File: src/rtl/regfile_wb_sink.sv
// rtl/regfile_wb_sink.sv - architectural register file with writeback sink, two async read ports and pending-write scoreboard
// Optional write-through bypass from writeback to the read ports: define RF_WB_BYPASS_EN.
module regfile_wb_sink #(
    parameter int DATA_W = 32,
    parameter int ADDR_W = 5
) (
    input  logic              clk,
    input  logic              rst,
    input  logic              RegWrite,
    input  logic [ADDR_W-1:0] Rd,
    input  logic [DATA_W-1:0] Result,
    input  logic [ADDR_W-1:0] A1,
    input  logic [ADDR_W-1:0] A2,
    output logic [DATA_W-1:0] RD1,
    output logic [DATA_W-1:0] RD2,
    input  logic              IssueValid,
    input  logic [ADDR_W-1:0] IssueRd,
    input  logic              Flush,
    output logic              Busy1,
    output logic              Busy2,
    output logic [ADDR_W:0]   PendCount
);

    localparam int NREG = 2 ** ADDR_W;

    logic [DATA_W-1:0] r_mem [0:NREG-1];
    logic [NREG-1:0]   r_pend;
    logic [ADDR_W:0]   r_pend_cnt;

    logic              w_wb_en;
    logic              w_issue_en;
    logic [NREG-1:0]   w_pend_next;
    logic              w_a1_zero;
    logic              w_a2_zero;
    logic              w_hit1;
    logic              w_hit2;
    logic [DATA_W-1:0] w_rd1;
    logic [DATA_W-1:0] w_rd2;
    logic              w_busy1;
    logic              w_busy2;

    function automatic logic [ADDR_W:0] f_popcount(input logic [NREG-1:0] v);
        logic [ADDR_W:0] c;
        c = '0;
        for (int i = 0; i < NREG; i++) begin
            c = c + {{ADDR_W{1'b0}}, v[i]};
        end
        return c;
    endfunction

    assign w_wb_en    = RegWrite && (Rd != '0);
    assign w_issue_en = IssueValid && (IssueRd != '0);
    assign w_a1_zero  = (A1 == '0);
    assign w_a2_zero  = (A2 == '0);

    // Entry 0 is kept in the array for uniform indexing but is never written.
    always_ff @(posedge clk or posedge rst) begin
        if (rst) begin
            for (int i = 0; i < NREG; i++) begin
                r_mem[i] <= '0;
            end
        end else if (w_wb_en) begin
            r_mem[Rd] <= Result;
        end
    end

    // Flush beats the writeback clear; a younger issue beats both.
    always_comb begin
        w_pend_next = r_pend;
        if (Flush) begin
            w_pend_next = '0;
        end else if (w_wb_en) begin
            w_pend_next[Rd] = 1'b0;
        end
        if (w_issue_en) begin
            w_pend_next[IssueRd] = 1'b1;
        end
        w_pend_next[0] = 1'b0;
    end

    always_ff @(posedge clk or posedge rst) begin
        if (rst) begin
            r_pend     <= '0;
            r_pend_cnt <= '0;
        end else begin
            r_pend     <= w_pend_next;
            r_pend_cnt <= f_popcount(w_pend_next);
        end
    end

`ifdef RF_WB_BYPASS_EN
    assign w_hit1 = w_wb_en && (Rd == A1);
    assign w_hit2 = w_wb_en && (Rd == A2);
`else
    assign w_hit1 = 1'b0;
    assign w_hit2 = 1'b0;
`endif

    always_comb begin
        w_rd1 = '0;
        w_rd2 = '0;
        if (w_a1_zero) begin
            w_rd1 = '0;
        end else if (w_hit1) begin
            w_rd1 = Result;
        end else begin
            w_rd1 = r_mem[A1];
        end
        if (w_a2_zero) begin
            w_rd2 = '0;
        end else if (w_hit2) begin
            w_rd2 = Result;
        end else begin
            w_rd2 = r_mem[A2];
        end
    end

    assign w_busy1 = !w_a1_zero && !w_hit1 && r_pend[A1];
    assign w_busy2 = !w_a2_zero && !w_hit2 && r_pend[A2];

    assign RD1       = w_rd1;
    assign RD2       = w_rd2;
    assign Busy1     = w_busy1;
    assign Busy2     = w_busy2;
    assign PendCount = r_pend_cnt;

endmodule

File: config.mk
export PLATFORM = sky130hd
export DESIGN_NAME = regfile_wb_sink
export DESIGN_NICKNAME = d
export VERILOG_FILES = /design/src/rtl/regfile_wb_sink.sv
export SDC_FILE = /design/constraint.sdc
export NUM_CORES = 2
export LEC_CHECK = 0
export ABC_CLOCK_PERIOD_IN_PS = 43900
export BUFFER_PORTS_ARGS = -buffer_cell sky130_fd_sc_hd__buf_2
export CORE_MARGIN = 3
export CORE_UTILIZATION = 45
export CTS_CLUSTER_SIZE = 24
export DETAILED_ROUTE_END_ITERATION = 8
export PLACE_DENSITY_LB_ADDON = 0.05
export SYNTH_ARGS = -nofsm -noshare
export SYNTH_HDL_FRONTEND = slang
export SYNTH_SLANG_ARGS = --single-unit
File: constraint.sdc
create_clock -name clk -period 43.9 [get_ports clk]
set_input_delay 4.39 -clock clk [delete_from_list [all_inputs] [get_ports clk]]
set_output_delay 4.39 -clock clk [all_outputs]
set_load 0.1 [all_outputs]
==> metrics.cfg <==
[outcome]
status=finished clean

[sta]
min_period_ns=13.17
hold_viol=0
max_clock_freq_mhz=75.9
rsz0062_at_grt=false
skew_ns=0.00760
slew_headroom_pct=23.9
finalSetupTns_ns=0
post-route-period-util_pct=30.0
max_slew.worst_pin.slew_ns=1.14
slew_viol_final=0
finalSetupViolCount=0

[worst_setup_path]
critPathArrivalTime_ns=8.78
startpoint_type=input port
crit_path_end_kind=output pin
worstSetupPathType=input port to output pin
crit_path_max_incr_delay_ns=0.90
required_ns=39.51
crit_family=buffers and inverters
crit_chain=buf_8 -> buf_4 -> buf_4 -> mux4_2 -> nor2b_1 -> a211oi_1 -> a311oi_1 -> buf_2
cp_common_cell=buf_4
path_buf_inv=4
cpMaxStageDelayCell=a311oi_1
critPathMaxFanout=83

[global_route]
grt_max_degree=118
grt_pass1_wl_um=291000
grt_overflow=0
grt_antenna_before_repair=8
grt_pass1_vias=39800
grtUsageTotal_pct=30.6

[floorplan]
placementRows=130
die_h_um=364
coreArea_um2=126000
ioPinCount=129
die_w_um=364
dieArea_um2=132000
start_util_pct=45.6

[clock_network]
path_clk_slew_ns=0.06
cts-buffers-inserted=120
clk_latency_ns=0.73
cts.repair.resized=0
tritoncts=done
cts_setup_buffers=0
cts_num_sinks=1061
root_buffer=clkbuf_16
hold_buffers=0
cts.path.max_buffers=3
htree_levels=3

[route]
drt-initial-drc-count=3441
drc=0
finalWirelength_um=201000
vias_per_cell=6.75
drtPass1Iterations=5
wire_per_inst_um=36.4
route.vias.total=37200
final_antenna_net_count=0

[pwr]
combPwrFrac_pct=21.4
swShare_pct=29.2
ir_drop_mv=0.0355
power.density_nw_per_um2=47.4
p_leak_uw=0.0272
power_frac_seq_pct=43.4
intPower_uw=2120
power.switching_uw=872
power_frac_clock_pct=35.2

[placed_design]
dp_hpwl_um=109000
port_buffers=128
gp_congestion=0.805
dpl_cell_area_um2=58900

[flow_run]
maxCapViolCount=0

[yosys]
async_flop_share_pct=100
syn-mean-instance-area_um2=14.9
synthCells=3867
ys_ff_latch=1061
syn_nets=3954
synth_warnings=0
ys_seq_area_share_pct=46.1
syn_area_um2=57500
synth_ff_type=dfrtp_1
synth_cell_types=53
synth_edf_count=0

[layout]
synthToLayoutAreaGrowth_pct=9.57
layout-drive-gt1-share_pct=49.6
design_area_um2=63000
fin_nets=3844

[min_path]
hp-class=flop to flop

synthesized netlist by cell type, types with 2 or more instances:
library cell	count	area share, %
nor3b_1	2	0.026
buf_2	160	1.4
buf_1	4	0.026
nand2_1	52	0.34
or2_1	2	0.022
o21ai_0	10	0.087
mux2i_1	130	2.3
ha_1	7	0.15
nor2_1	21	0.14
a311oi_1	66	1.0
a221oi_2	20	0.52
a21oi_1	3	0.026
a221o_1	2	0.035
inv_2	2	0.013
nand3b_1	10	0.13
nand2b_1	7	0.076
o2111ai_1	19	0.29
or3b_2	3	0.046
nor2b_1	69	0.75
mux2_1	98	1.9
a221oi_1	27	0.41
fa_1	23	0.80
dfrtp_1	1061	46
nor2_2	5	0.054
a22oi_1	66	0.86
o32ai_1	11	0.17
o21ai_1	113	0.98
o32a_1	5	0.087
o21a_1	7	0.091
buf_6	21	0.41
buf_4	71	0.93
inv_1	52	0.34
nor2_4	4	0.078
clkbuf_1	191	1.2
a31o_2	6	0.091
mux2_2	962	19
o211ai_1	2	0.026
a211oi_1	64	0.84
nand3_1	13	0.11
nor3b_2	3	0.065
mux4_2	460	18
and2_1	2	0.022
state kept, by name, summed over array words and instances, names as in the netlist:
signal     count
r_mem       1024
r_pend        31
PendCount      6
final timing paths:
kind,startpoint,to,slack [ns],cells after the start
worst min-delay path,r_mem[1013],r_mem[1013],0.39,0
worst max-delay path,A1[1],RD1[31],30.73,8
worst min register to register,r_mem[1013],r_mem[1013],0.39,0
worst max register to register,r_pend[28],PendCount[4],38.64,18
max in group asynchronous,rst,r_mem[766],36.15,6
min in group asynchronous,rst,r_mem[806],3.78,2
area by class of cell:
class / instances / area, µm²
fillers: 10600 / 63200
multi-input cells: 2305 / 28700
flip-flops and latches: 1061 / 26600
clock buffers: 185 / 3660
well taps: 1650 / 2060
repair buffers: 215 / 1370
clock inverters: 36 / 463
inverters: 54 / 215
diodes: 5 / 12.5
per-layer routing:
layer	track usage, %	vias to the layer above	part of all wire, %
li1	-	14700	-
met1	41.4	20500	42
met2	48.5	1572	47
met3	6.40	462	7.1
met4	12.1	6	4.2
met5	0	-	0.019
layout by cell type (no fill, tap or decap), types with 11 or more instances in the layout:
master     synthesis  routed
buf_4             71      85
o21ai_1          113     113
nor2b_1           69      65
fa_1              23      23
nor2_4             4      18
clkbuf_1         191      26
a221oi_1          27      27
a221oi_2          20      20
clkbuf_16          0     122
a211oi_1          64      64
buf_2            160     122
mux2_1            98      98
mux4_2           460     460
inv_1             52      51
clkbuf_8           0      37
clkinv_2           0      22
dfrtp_1         1061    1061
a22oi_1           66      66
o2111ai_1         19      19
mux2i_1          130     130
nand3_1           13      13
mux2_2           962     962
nand2_1           52      41
a311oi_1          66      66
o32ai_1           11      11
power by group through the flow:
stage | sequential, µW | clock (µW) | combinational, µW
floorplan | 1270 | 0 | 516
global placement | 1290 | 0 | 624
detailed placement | 1310 | 0 | 639
CTS | 1290 | 1070 | 642
global route | 1320 | 1110 | 678
finish | 1300 | 1050 | 639
through the flow:
stage	power (µW)	cells	setup slack [ns]	hold WS, ns	utilization, %
2_1_floorplan	1790	3867	9.64	0.441	-
3_3_place_gp	1910	5285	30.68	0.377	46.7
3_5_place_dp	1950	5285	30.62	0.385	46.7
4_1_cts	3010	5506	30.61	0.398	49.9
5_1_grt	3100	5507	30.48	0.410	49.9
6_report	2990	5511	30.73	0.394	49.9
logic make-up (layout without fill, tap and decap cells):
| group | Yosys count | after routing | synth area share (%) |
|---|---|---|---|
| flip-flops | 1061 | 1061 | 46.1 |
| XOR/XNOR | 2 | 2 | 0.0305 |
| multiplexers | 1650 | 1650 | 41.0 |
| AO/OA/AOI/OAI | 422 | 422 | 5.53 |
| other | 0 | 5 | 0 |
| AND/OR/NAND/NOR | 201 | 201 | 1.97 |
| adder cells (fa/ha/maj) | 30 | 30 | 0.953 |
| buffers and inverters | 501 | 490 | 4.35 |
worst register-to-register path, cell delays in order (launching register included):
cell     delay (ns)
dfrtp_1        0.39
inv_1          0.05
o32ai_1        0.36
inv_1          0.11
fa_1           0.50
fa_1           0.53
fa_1           0.47
fa_1           0.52
fa_1           0.50
inv_1          0.06
fa_1           0.44
inv_1          0.08
fa_1           0.19
inv_1          0.07
fa_1           0.45
nand2_1        0.09
nand2_1        0.05
a21oi_1        0.18
xnor2_1        0.14
Note: power is estimated with default switching activity, not from simulation.
